**src/rtl/csr_pkg.sv**
```systemverilog
// Shared CSR map for accel_csr_v2: register offsets, STATUS/CTRL bit positions,
// configuration slot indices, the unmapped-access read pattern and common types.
package csr_pkg;

  localparam logic [31:0] OFF_CTRL        = 32'h0000_0000;
  localparam logic [31:0] OFF_IRQ_MASK    = 32'h0000_0004;
  localparam logic [31:0] OFF_CFG_BASE    = 32'h0000_0008;
  localparam logic [31:0] OFF_STATUS      = 32'h0000_003C;
  localparam logic [31:0] OFF_PERF_TOTAL  = 32'h0000_0040;
  localparam logic [31:0] OFF_PERF_ACTIVE = 32'h0000_0044;
  localparam logic [31:0] OFF_RESULT_BASE = 32'h0000_0080;

  // Configuration slots, in address order starting at OFF_CFG_BASE.
  localparam int NUM_CFG = 6;
  localparam int CFG_M   = 0;
  localparam int CFG_N   = 1;
  localparam int CFG_K   = 2;
  localparam int CFG_TM  = 3;
  localparam int CFG_TN  = 4;
  localparam int CFG_TK  = 5;

  localparam int CTRL_START = 0;
  localparam int CTRL_ABORT = 1;

  localparam int STS_BUSY        = 0;
  localparam int STS_DONE        = 1;
  localparam int STS_ERR_CRC     = 2;
  localparam int STS_ERR_ILLEGAL = 3;

  localparam logic [31:0] CSR_DEFAULT_RDATA = 32'hDEAD_BEEF;

  typedef enum logic [2:0] {
    SEL_NONE,
    SEL_CTRL,
    SEL_IRQ_MASK,
    SEL_CFG,
    SEL_STATUS,
    SEL_PERF_TOTAL,
    SEL_PERF_ACTIVE,
    SEL_RESULT
  } csr_sel_e;

  typedef enum logic {
    PERF_IDLE,
    PERF_RUN
  } perf_state_e;

  function automatic logic [31:0] sat_inc(input logic [31:0] v);
    return (v == 32'hFFFF_FFFF) ? v : v + 32'd1;
  endfunction

endpackage

```
**src/rtl/csr_perf_cnt.sv**
```systemverilog
// Run-time performance counters: total cycles and busy cycles of the current job,
// measured from an accepted start until a done pulse or an abort.
module csr_perf_cnt
  import csr_pkg::*;
(
  input  logic        clk,
  input  logic        rst_n,
  input  logic        start_i,
  input  logic        stop_i,
  input  logic        busy_i,
  output logic [31:0] total_o,
  output logic [31:0] active_o
);

  perf_state_e state_q, state_d;
  logic [31:0] total_q, total_d;
  logic [31:0] active_q, active_d;

  always_comb begin
    state_d  = state_q;
    total_d  = total_q;
    active_d = active_q;
    // A new start restarts the measurement even if a job is still being timed.
    if (start_i) begin
      state_d  = PERF_RUN;
      total_d  = '0;
      active_d = '0;
    end else if (state_q == PERF_RUN) begin
      if (stop_i) begin
        state_d = PERF_IDLE;
      end else begin
        total_d = sat_inc(total_q);
        if (busy_i) active_d = sat_inc(active_q);
      end
    end
  end

  always_ff @(posedge clk or negedge rst_n) begin
    if (!rst_n) begin
      state_q  <= PERF_IDLE;
      total_q  <= '0;
      active_q <= '0;
    end else begin
      state_q  <= state_d;
      total_q  <= total_d;
      active_q <= active_d;
    end
  end

  assign total_o  = total_q;
  assign active_o = active_q;

endmodule

```
**src/rtl/accel_csr_v2.sv**
```systemverilog
// accel_csr_v2: host CSR window for the accelerator - shadowed job configuration,
// start/abort control, sticky status + IRQ, result capture; perf counters with CSR_PERF_EN.
module accel_csr_v2
  import csr_pkg::*;
#(
  parameter int ADDR_W      = 10,
  parameter int NUM_RESULTS = 8
) (
  input  logic                      clk,
  input  logic                      rst_n,
  input  logic                      csr_req,
  input  logic                      csr_we,
  input  logic [ADDR_W-1:0]         csr_addr,
  input  logic [31:0]               csr_wdata,
  output logic                      csr_ack,
  output logic                      csr_err,
  output logic [31:0]               csr_rdata,
  input  logic                      core_busy,
  input  logic                      core_done_tile_pulse,
  input  logic                      rx_crc_error,
  input  logic                      rx_illegal_cmd,
  input  logic [NUM_RESULTS*32-1:0] result_data,
  output logic                      start_pulse,
  output logic                      abort_pulse,
  output logic                      irq,
  output logic [31:0]               M,
  output logic [31:0]               N,
  output logic [31:0]               K,
  output logic [31:0]               Tm,
  output logic [31:0]               Tn,
  output logic [31:0]               Tk
);

  localparam int          RES_IW     = (NUM_RESULTS > 1) ? $clog2(NUM_RESULTS) : 1;
  localparam logic [31:0] CFG_END    = OFF_CFG_BASE + 32'(4 * NUM_CFG);
  localparam logic [31:0] RESULT_END = OFF_RESULT_BASE + 32'(4 * NUM_RESULTS);

  logic [31:0]       addr_ext;
  csr_sel_e          sel;
  logic [2:0]        cfg_idx;
  logic [RES_IW-1:0] res_idx;
  logic [31:0]       rd_data;
  logic [31:0]       perf_total;
  logic [31:0]       perf_active;

  logic [31:0] shadow_q  [NUM_CFG];
  logic [31:0] shadow_d  [NUM_CFG];
  logic [31:0] active_q  [NUM_CFG];
  logic [31:0] active_d  [NUM_CFG];
  logic [31:0] results_q [NUM_RESULTS];
  logic [31:0] results_d [NUM_RESULTS];

  logic [2:0]                      irq_mask_q, irq_mask_d;
  logic [STS_ERR_ILLEGAL:STS_DONE] sticky_q, sticky_d;
  logic                            irq_q, irq_d;
  logic                            start_pulse_q, start_pulse_d;
  logic                            abort_pulse_q, abort_pulse_d;
  logic                            ack_q, ack_d;
  logic                            err_q, err_d;
  logic [31:0]                     rdata_q, rdata_d;

  logic wr_en, ctrl_wr, cfg_wr, mask_wr, status_wr;
  logic abort_req, start_req, tiles_ok, start_ok, start_bad;

  // Address decode: alignment first, then each mapped window.
  always_comb begin
    // NOTE: every signal driven in an always_comb gets a default first, so no path
    // leaves it unassigned and no latch is inferred.
    sel      = SEL_NONE;
    cfg_idx  = '0;
    res_idx  = '0;
    addr_ext = 32'(csr_addr);
    if (addr_ext[1:0] == 2'b00) begin
      if (addr_ext == OFF_CTRL) begin
        sel = SEL_CTRL;
      end else if (addr_ext == OFF_IRQ_MASK) begin
        sel = SEL_IRQ_MASK;
      end else if (addr_ext >= OFF_CFG_BASE && addr_ext < CFG_END) begin
        sel     = SEL_CFG;
        cfg_idx = 3'((addr_ext - OFF_CFG_BASE) >> 2);
      end else if (addr_ext == OFF_STATUS) begin
        sel = SEL_STATUS;
      end else if (addr_ext == OFF_PERF_TOTAL) begin
        sel = SEL_PERF_TOTAL;
      end else if (addr_ext == OFF_PERF_ACTIVE) begin
        sel = SEL_PERF_ACTIVE;
      end else if (addr_ext >= OFF_RESULT_BASE && addr_ext < RESULT_END) begin
        sel     = SEL_RESULT;
        res_idx = RES_IW'((addr_ext - OFF_RESULT_BASE) >> 2);
      end
    end
  end

  always_comb begin
    rd_data = CSR_DEFAULT_RDATA;
    case (sel)
      SEL_CTRL:        rd_data = '0;
      SEL_IRQ_MASK:    rd_data = {29'd0, irq_mask_q};
      SEL_CFG:         rd_data = shadow_q[cfg_idx];
      SEL_STATUS:      rd_data = {28'd0, sticky_q, core_busy};
      SEL_PERF_TOTAL:  rd_data = perf_total;
      SEL_PERF_ACTIVE: rd_data = perf_active;
      SEL_RESULT:      rd_data = results_q[res_idx];
      default:         rd_data = CSR_DEFAULT_RDATA;
    endcase
  end

  assign wr_en     = csr_req & csr_we;
  assign ctrl_wr   = wr_en && (sel == SEL_CTRL);
  assign cfg_wr    = wr_en && (sel == SEL_CFG);
  assign mask_wr   = wr_en && (sel == SEL_IRQ_MASK);
  assign status_wr = wr_en && (sel == SEL_STATUS);

  // Abort dominates: a write carrying both bits is a plain abort, not an illegal start.
  assign abort_req = ctrl_wr & csr_wdata[CTRL_ABORT];
  assign start_req = ctrl_wr & csr_wdata[CTRL_START] & ~csr_wdata[CTRL_ABORT];
  assign tiles_ok  = (shadow_q[CFG_TM] != '0) && (shadow_q[CFG_TN] != '0) &&
                     (shadow_q[CFG_TK] != '0);
  assign start_ok  = start_req & ~core_busy & tiles_ok;
  assign start_bad = start_req & ~start_ok;

  always_comb begin
    shadow_d   = shadow_q;
    active_d   = active_q;
    results_d  = results_q;
    irq_mask_d = irq_mask_q;
    sticky_d   = sticky_q;

    if (cfg_wr)    shadow_d[cfg_idx] = csr_wdata;
    if (mask_wr)   irq_mask_d = csr_wdata[2:0];
    if (status_wr) sticky_d = sticky_q & ~csr_wdata[STS_ERR_ILLEGAL:STS_DONE];

    // Sets are applied after the W1C so a same-cycle event always wins.
    if (core_done_tile_pulse)        sticky_d[STS_DONE]        = 1'b1;
    if (rx_crc_error)                sticky_d[STS_ERR_CRC]     = 1'b1;
    if (rx_illegal_cmd || start_bad) sticky_d[STS_ERR_ILLEGAL] = 1'b1;

    if (start_ok) active_d = shadow_q;
    if (core_done_tile_pulse) begin
      for (int i = 0; i < NUM_RESULTS; i++) results_d[i] = result_data[32*i +: 32];
    end

    start_pulse_d = start_ok;
    abort_pulse_d = abort_req;
    irq_d         = |(sticky_q & irq_mask_q);

    ack_d   = csr_req;
    err_d   = csr_req && (sel == SEL_NONE);
    rdata_d = csr_req ? rd_data : '0;
  end

`ifdef CSR_PERF_EN
  csr_perf_cnt u_perf_cnt (
    .clk      (clk),
    .rst_n    (rst_n),
    .start_i  (start_ok),
    .stop_i   (core_done_tile_pulse | abort_req),
    .busy_i   (core_busy),
    .total_o  (perf_total),
    .active_o (perf_active)
  );
`else
  assign perf_total  = '0;
  assign perf_active = '0;
`endif

  always_ff @(posedge clk or negedge rst_n) begin
    if (!rst_n) begin
      ack_q         <= 1'b0;
      err_q         <= 1'b0;
      rdata_q       <= '0;
      start_pulse_q <= 1'b0;
      abort_pulse_q <= 1'b0;
      irq_q         <= 1'b0;
      irq_mask_q    <= '0;
      sticky_q      <= '0;
      // NOTE: these arrays are small flop-based register files that software can read
      // before any capture, so they are reset; a RAM-backed store would not be.
      for (int i = 0; i < NUM_CFG; i++) begin
        shadow_q[i] <= '0;
        active_q[i] <= '0;
      end
      for (int i = 0; i < NUM_RESULTS; i++) results_q[i] <= '0;
    end else begin
      // NOTE: state is updated with non-blocking assignments so every flop samples
      // the pre-edge value of every other flop, independent of statement order.
      ack_q         <= ack_d;
      err_q         <= err_d;
      rdata_q       <= rdata_d;
      start_pulse_q <= start_pulse_d;
      abort_pulse_q <= abort_pulse_d;
      irq_q         <= irq_d;
      irq_mask_q    <= irq_mask_d;
      sticky_q      <= sticky_d;
      shadow_q      <= shadow_d;
      active_q      <= active_d;
      results_q     <= results_d;
    end
  end

  assign csr_ack     = ack_q;
  assign csr_err     = err_q;
  assign csr_rdata   = rdata_q;
  assign start_pulse = start_pulse_q;
  assign abort_pulse = abort_pulse_q;
  assign irq         = irq_q;

  assign M  = active_q[CFG_M];
  assign N  = active_q[CFG_N];
  assign K  = active_q[CFG_K];
  assign Tm = active_q[CFG_TM];
  assign Tn = active_q[CFG_TN];
  assign Tk = active_q[CFG_TK];

endmodule

```
**config.mk**
```make
export PLATFORM = sky130hd
export DESIGN_NAME = accel_csr_v2
export DESIGN_NICKNAME = d
export VERILOG_FILES = /design/src/rtl/csr_pkg.sv /design/src/rtl/csr_perf_cnt.sv /design/src/rtl/accel_csr_v2.sv
export SDC_FILE = /design/constraint.sdc
export NUM_CORES = 1
export LEC_CHECK = 0
export ABC_AREA = 1
export CAP_MARGIN = 20
export CORE_UTILIZATION = 35
export CTS_BUF_LIST = sky130_fd_sc_hd__clkbuf_16
export DETAILED_ROUTE_END_ITERATION = 8
export PLACE_DENSITY_LB_ADDON = 0.3
export SLEW_MARGIN = 20
export SYNTH_ARGS = -nofsm -noshare
export SYNTH_HDL_FRONTEND = slang
export SYNTH_SLANG_ARGS = --single-unit
```
**constraint.sdc**
```tcl
create_clock -name clk -period 3.3 [get_ports clk]
set_input_delay 0.495 -clock clk [delete_from_list [all_inputs] [get_ports clk]]
set_output_delay 0.495 -clock clk [all_outputs]
set_load 0.05 [all_outputs]
```
-- Yosys cells after proc, flatten, opt, wreduce, memory -nomap -nowiden
Index checks and enable logic that the tools add are counted.
- output and inout bits: 229
- register bits after elaboration: 683
- input port bits: 306
- word-level logic and storage cells: 122
- equal/unequal tests: 11
- reductions and logical operators: 22
- $lt $le $gt $ge: 7
- bitwise gates (word level): 15
- mux-type cells: 35
- add/subtract/negate cells: 2
- operators with widths (kind ; number):
    $bmux 32 s3 ; 2
    $bwmux 192 ; 1
    $mux 32 ; 6
    $pmux 32 s5 ; 1
    $demux 32 s3 ; 1
    $reduce_bool 32->1 ; 3
    $mux 3 ; 21
    $eq 10x7->1 const B ; 2
    $eq 3x3->1 const B ; 4
    $eq 10x3->1 const B ; 1
    $eq 10x6->1 const B ; 1
    $ge 10x4->1 const B ; 1
    $ge 10x8->1 const B ; 1
    $logic_and 1x1->1 ; 10
    $logic_not 10->1 ; 1
    $lt 10x6->1 const B ; 1
    $lt 10x8->1 const B ; 1
    $ge 4x4->1 const B ; 2
    $not 3->4 ; 2
    $and 1x1->1 ; 7
    $and 3x3->3 ; 2
    $eq 3x2->1 const B ; 2
    $reduce_bool 2->1 ; 3
    $reduce_or 3->1 ; 2
    10 further kinds ; 14

-- Longest topological paths before layout
- depth after elaboration: 20
- mapped depth: 16
- depth with buffers taken out: 15

-- Least setup slack after synthesis
Ideal clock, no wire load.
- path kind: input-to-reg
- start point: in csr_addr[9]
- end point: reg shadow_q[35] in the netlist's numbering
- cell stages on the path: 11
- buffers on the path: 1
- arrival time: 1.937 ns
- setup slack: 1.239 ns
- cell sequence: nor2_2 nand2_1 nor2_2 nand2_1 nand3_1 nand4_4 nor2_8 nand3_4 clkbuf_1 nand2_1 o21ai_1
- word-level cells in the longest chain between the ends: 12
- elaborated cells on any way between the ends: 32
- ends and longest elaborated chain (item ; RTL line ; source):
    start: declaration ; accel_csr_v2.sv:13 ; input logic [ADDR_W-1:0] csr_addr,
    $ge 10x4->1 (tied with other cells) ; accel_csr_v2.sv:78 ; end else if (addr_ext >= OFF_CFG_BASE && addr_ext < CFG_END) begin
    $logic_and 1x1->1, on equally long branches ; accel_csr_v2.sv:78, accel_csr_v2.sv:87 ;
    $mux 3, on equally long branches ; accel_csr_v2.sv:78, accel_csr_v2.sv:87 ;
    $mux 3, on equally long branches ; accel_csr_v2.sv:76, accel_csr_v2.sv:85 ;
    $mux 3, on equally long branches ; accel_csr_v2.sv:74, accel_csr_v2.sv:83 ;
    $mux 3, on equally long branches ; accel_csr_v2.sv:73, accel_csr_v2.sv:81 ;
    $not 3->4 (not written as such) or $mux 3 (tied branches) ; accel_csr_v2.sv:129, accel_csr_v2.sv:78 ;
    $ge 4x4->1 (not written as such) (tied with other cells) ; accel_csr_v2.sv:129 ; if (cfg_wr) shadow_d[cfg_idx] = csr_wdata;
    $logic_and 1x1->1 (not written as such) or $mux 3 (tied branches) ; accel_csr_v2.sv:129, accel_csr_v2.sv:74 ;
    $mux 32 (not written as such) or $mux 3 (tied branches) ; accel_csr_v2.sv:129, accel_csr_v2.sv:73 ;
    $demux 32 s3 or $eq 3x2->1 (tied branches) ; accel_csr_v2.sv:129, accel_csr_v2.sv:110 ;
    $bwmux 192 or $logic_and 1x1->1 (tied branches) ; accel_csr_v2.sv:129, accel_csr_v2.sv:110 ;
    end signal: assignment ; accel_csr_v2.sv:195 ; shadow_q <= shadow_d;
    end: declaration ; accel_csr_v2.sv:46 ; logic [31:0] shadow_q [NUM_CFG];
Several ways; a longest one is shown, not always the timed one.
A chain may end at the register's enable or synchronous reset.

-- Worst setup path after layout
- start point: in csr_addr[9]
- end point: reg rdata_q[19] (netlist: csr_rdata[19])
- word-level cells in the longest chain between the ends: 16
- elaborated cells on any way between the ends: 49
- ends and longest elaborated chain (item ; RTL line ; source):
    $ge 10x8->1 or $lt 10x8->1 (tied branches) ; accel_csr_v2.sv:87 ; end else if (addr_ext >= OFF_RESULT_BASE && addr_ext < RESULT_END) begin
    $logic_and 1x1->1 ; accel_csr_v2.sv:87 ;
    $mux 3 ; accel_csr_v2.sv:87 ;
    $mux 3 ; accel_csr_v2.sv:85 ; end else if (addr_ext == OFF_PERF_ACTIVE) begin
    $mux 3 ; accel_csr_v2.sv:83 ; end else if (addr_ext == OFF_PERF_TOTAL) begin
    $mux 3 ; accel_csr_v2.sv:81 ; end else if (addr_ext == OFF_STATUS) begin
    $mux 3 ; accel_csr_v2.sv:78 ;
    $mux 3 ; accel_csr_v2.sv:76 ; end else if (addr_ext == OFF_IRQ_MASK) begin
    $mux 3 ; accel_csr_v2.sv:74 ; if (addr_ext == OFF_CTRL) begin
    $mux 3 ; accel_csr_v2.sv:73 ; if (addr_ext[1:0] == 2'b00) begin
    $not 3->4 (not written as such) ; accel_csr_v2.sv:103 ; SEL_RESULT: rd_data = results_q[res_idx];
    $bmux 32 s3 ; accel_csr_v2.sv:103 ;
    $mux 32 (not written as such) (2 in series) ; accel_csr_v2.sv:103 ;
    $pmux 32 s5 (*) ; accel_csr_v2.sv:96 ; case (sel)
    $mux 32 (*) ; accel_csr_v2.sv:149 ; rdata_d = csr_req ? rd_data : '0;
    net rdata_d[19] ; accel_csr_v2.sv:60 ; logic [31:0] rdata_q, rdata_d;
    end signal: assignment ; accel_csr_v2.sv:189 ; rdata_q <= rdata_d;
    end: declaration ; accel_csr_v2.sv:60 ;
The timed path passes the listed nets; every way through them passes the cells marked *. The select of a mux whose other input is x is not followed.

==> reports/metrics.cfg <==
[status]
status=complete, no violations

[floorplanning]
die_y_microns=297
core_sq_mm=0.0858
rows=107
io_pins=535
initial_core_util=0.356
die_x_microns=297
die_area_sq_mm=0.0884

[worst_hold_path]
holdPathStages=3
holdCritStartpoint=core_done_tile_pulse
hp-class=input pin to register
hold_end=results_q[216]$_DFFE_PN0P_

[power_and_ir_drop]
power.total_mw=19.0
powerDensity_mw_per_mm2=475
ir_worst_vdd_v=0.000401
p_leak_nw=19.7

[finish]
nets=4559
utilization=0.466
postLayoutCellArea_sq_mm=0.0400
drive_above_1_share=0.0551
area_delta_synth_final_pct=30.9
finish.cell_count_without_fillers=5463

[synth]
synthCells=3801
netlist-cell-type-count=29
syn_area_per_cell_sq_um=8.03
synth_top_cell_by_area=dfrtp_1
synth_area_leaders=dfrtp_1, nand2_1, o21ai_0
yosysTopAreaCellShare=0.560
ys_seq_area_frac=0.560
ys_ff_latch=683
ys_warn_count=0
synth_common_cells=nand2_1, dfrtp_1, o21ai_0
synth_edf_count=0
netlist_area_sq_mm=0.0305
yosysMostFrequentCell=nand2_1
synth_ff_type=dfrtp_1
ys_async_sr_fraction=1.00
synth_nets=4107

[detailed_routing]
drtIter0Drc=2234
viasPerCell=5.06
wl_mm=116
drtPass1Iterations=5
drt-wirelength-per-cell_microns=21.3
vias=27600
post-route-drc-count=0
final_antenna_net_count=0

[timing]
timing.slew.headroom=0.388
finalHoldViolations=0
skew_ns=0.0245
min_period_ns=2.71
worst_hold_slack_ns=0.257
worstMarginPinSlew_ns=0.918
fmax_ghz=0.369
rsz0062_at_grt=no
slew_viol_final=0
setup_viol=0
fin_crit_sh=0.821

[cts]
htree_levels=3
numClockSinks=683
insertion_delay_ns=0.63
clock_path_buffers=3
cts_tree=done
root_buffer=clkbuf_16
cts.clk_slew.worst_paths_ns=0.06
cts_setup_buffers=0
cts_made_buffers=78

[critical_path]
start_kind=input pin
end_kind=register
cp_max_fo=38
r2r_start=shadow_q[5]$_DFFE_PN0P_
worstSetupPathType=input pin to register
ff2ff_path_depth=8
r2r_slack_ns=0.91
crit_arrival_ns=3.22
r2r_end=Tn[22]$_DFFE_PN0P_
cp.required_ns=3.81

[placed_design]
globalplace.congestion=0.909
io_buffers=534
dp_cells=5316
post_dp_cell_area_sq_mm=0.0374
dp_hpwl_mm=86.1

[global_route]
antenna_found_initial=10
overflow=0
track_usage=0.262
grt_pass1_vias=27200
grt_pass1_wl_mm=174
grt_max_degree=144

[flow_run]
maxCapViolCount=0

-- logic make-up (layout without fill, tap and decap cells) --
| kind of cell | Yosys count | count (layout) | synth area share |
|---|---|---|---|
| and+or+nand+nor | 1675 | 1675 | 0.221 |
| AOI/OAI and AO/OA | 892 | 892 | 0.147 |
| DFF | 683 | 683 | 0.560 |
| buffers and inverters | 551 | 1066 | 0.0724 |
| other | 0 | 3 | 0 |
-- sequential cells by signal (all words and copies together), names as in the netlist --
name,count
N,32
sticky_q,3
results_q,256
K,32
irq,1
irq_mask_q,3
M,32
Tk,32
shadow_q,192
Tm,32
csr_ack,1
csr_err,1
start_pulse,1
abort_pulse,1
Tn,32
csr_rdata,32
-- cell type report --
type / instances / area, sq um
antenna: 3 / 7.51
multi-input combinational: 2567 / 11300
clock inverter: 64 / 551
sequential: 683 / 17100
tap: 1144 / 1430
fill: 8415 / 45900
clock buffer: 79 / 1980
timing repair buffer: 616 / 6440
inverter: 307 / 1150
-- worst max-delay path, stage by stage --
cell	delay, ns
clkdlybuf4s50_1	0.41
nor2_2	0.18
buf_4	0.16
nand4_1	0.23
nor2_4	0.30
buf_12	0.27
buf_4	0.27
a21oi_1	0.06
o21ai_0	0.10
nand3_1	0.28
nand3_1	0.21
nand3_1	0.09
nand2_1	0.08
inv_1	0.05
-- cells in the final DEF, fill, tap and decap left out, types with 5 or more instances in the layout --
cell type           n
clkinvlp_4          5
dfrtp_1           683
nand3_4             7
nor4_1             20
nand2_2             5
clkbuf_16          79
inv_1             311
nand4_1            10
nand2_1          1413
nand3_1           162
clkdlybuf4s50_1   532
buf_12             37
nor2_1             33
a21oi_1           119
nor2_4              5
clkinv_1           18
o21ai_0           546
bufinv_16           7
or2_2               5
inv_2               7
o21ai_1           217
buf_4              44
o211ai_1            7
clkinv_2           13
-- worst max-delay path by stage --
| stage | to | start | depth (start not counted) | slack [ns] |
|---|---|---|---|---|
| 2_1_floorplan | shadow_q[35]$_DFFE_PN0P_ | csr_addr[9] | 11 | 1.24 |
| 3_3_place_gp | csr_rdata[16]$_DFF_PN0_ | csr_addr[9] | 14 | -0.07 |
| 3_5_place_dp | csr_rdata[15]$_DFF_PN0_ | csr_addr[9] | 13 | -0.05 |
| 4_1_cts | csr_rdata[15]$_DFF_PN0_ | csr_addr[9] | 13 | 0.59 |
| 5_1_grt | csr_rdata[19]$_DFF_PN0_ | csr_addr[9] | 14 | 0.47 |
| 6_report | csr_rdata[19]$_DFF_PN0_ | csr_addr[9] | 14 | 0.59 |
-- repair_timing --
| action | CTS | global route |
|---|---|---|
| hold endpoints to repair | 55 | 0 |
| hold buffers | 1 | 0 |
| resized for setup | 0 | 0 |
-- layer usage --
layer | vias up | global-route usage | wire (microns)
met5 | - | 0 | 34
met4 | 6 | 0.0924 | 4050
met3 | 192 | 0.0510 | 8300
met2 | 1019 | 0.436 | 56200
met1 | 13300 | 0.339 | 47600
li1 | 13100 | - | -
-- metrics by stage --
stage | setup TNS [ns] | worst slack [ns]
floorplan | 0 | 1.24
global placement | -0.139 | -0.0653
detailed placement | -0.0860 | -0.0465
CTS | 0 | 0.592
global route | 0 | 0.471
finish | 0 | 0.591
-- report_power, final --
| group | total, mW | switching, mW | internal (mW) |
|---|---|---|---|
| Sequential | 8.83 | 0.148 | 8.68 |
| Clock | 8.60 | 3.66 | 4.94 |
| Combinational | 1.54 | 0.928 | 0.610 |
Note: power is estimated with default switching activity, not from simulation.
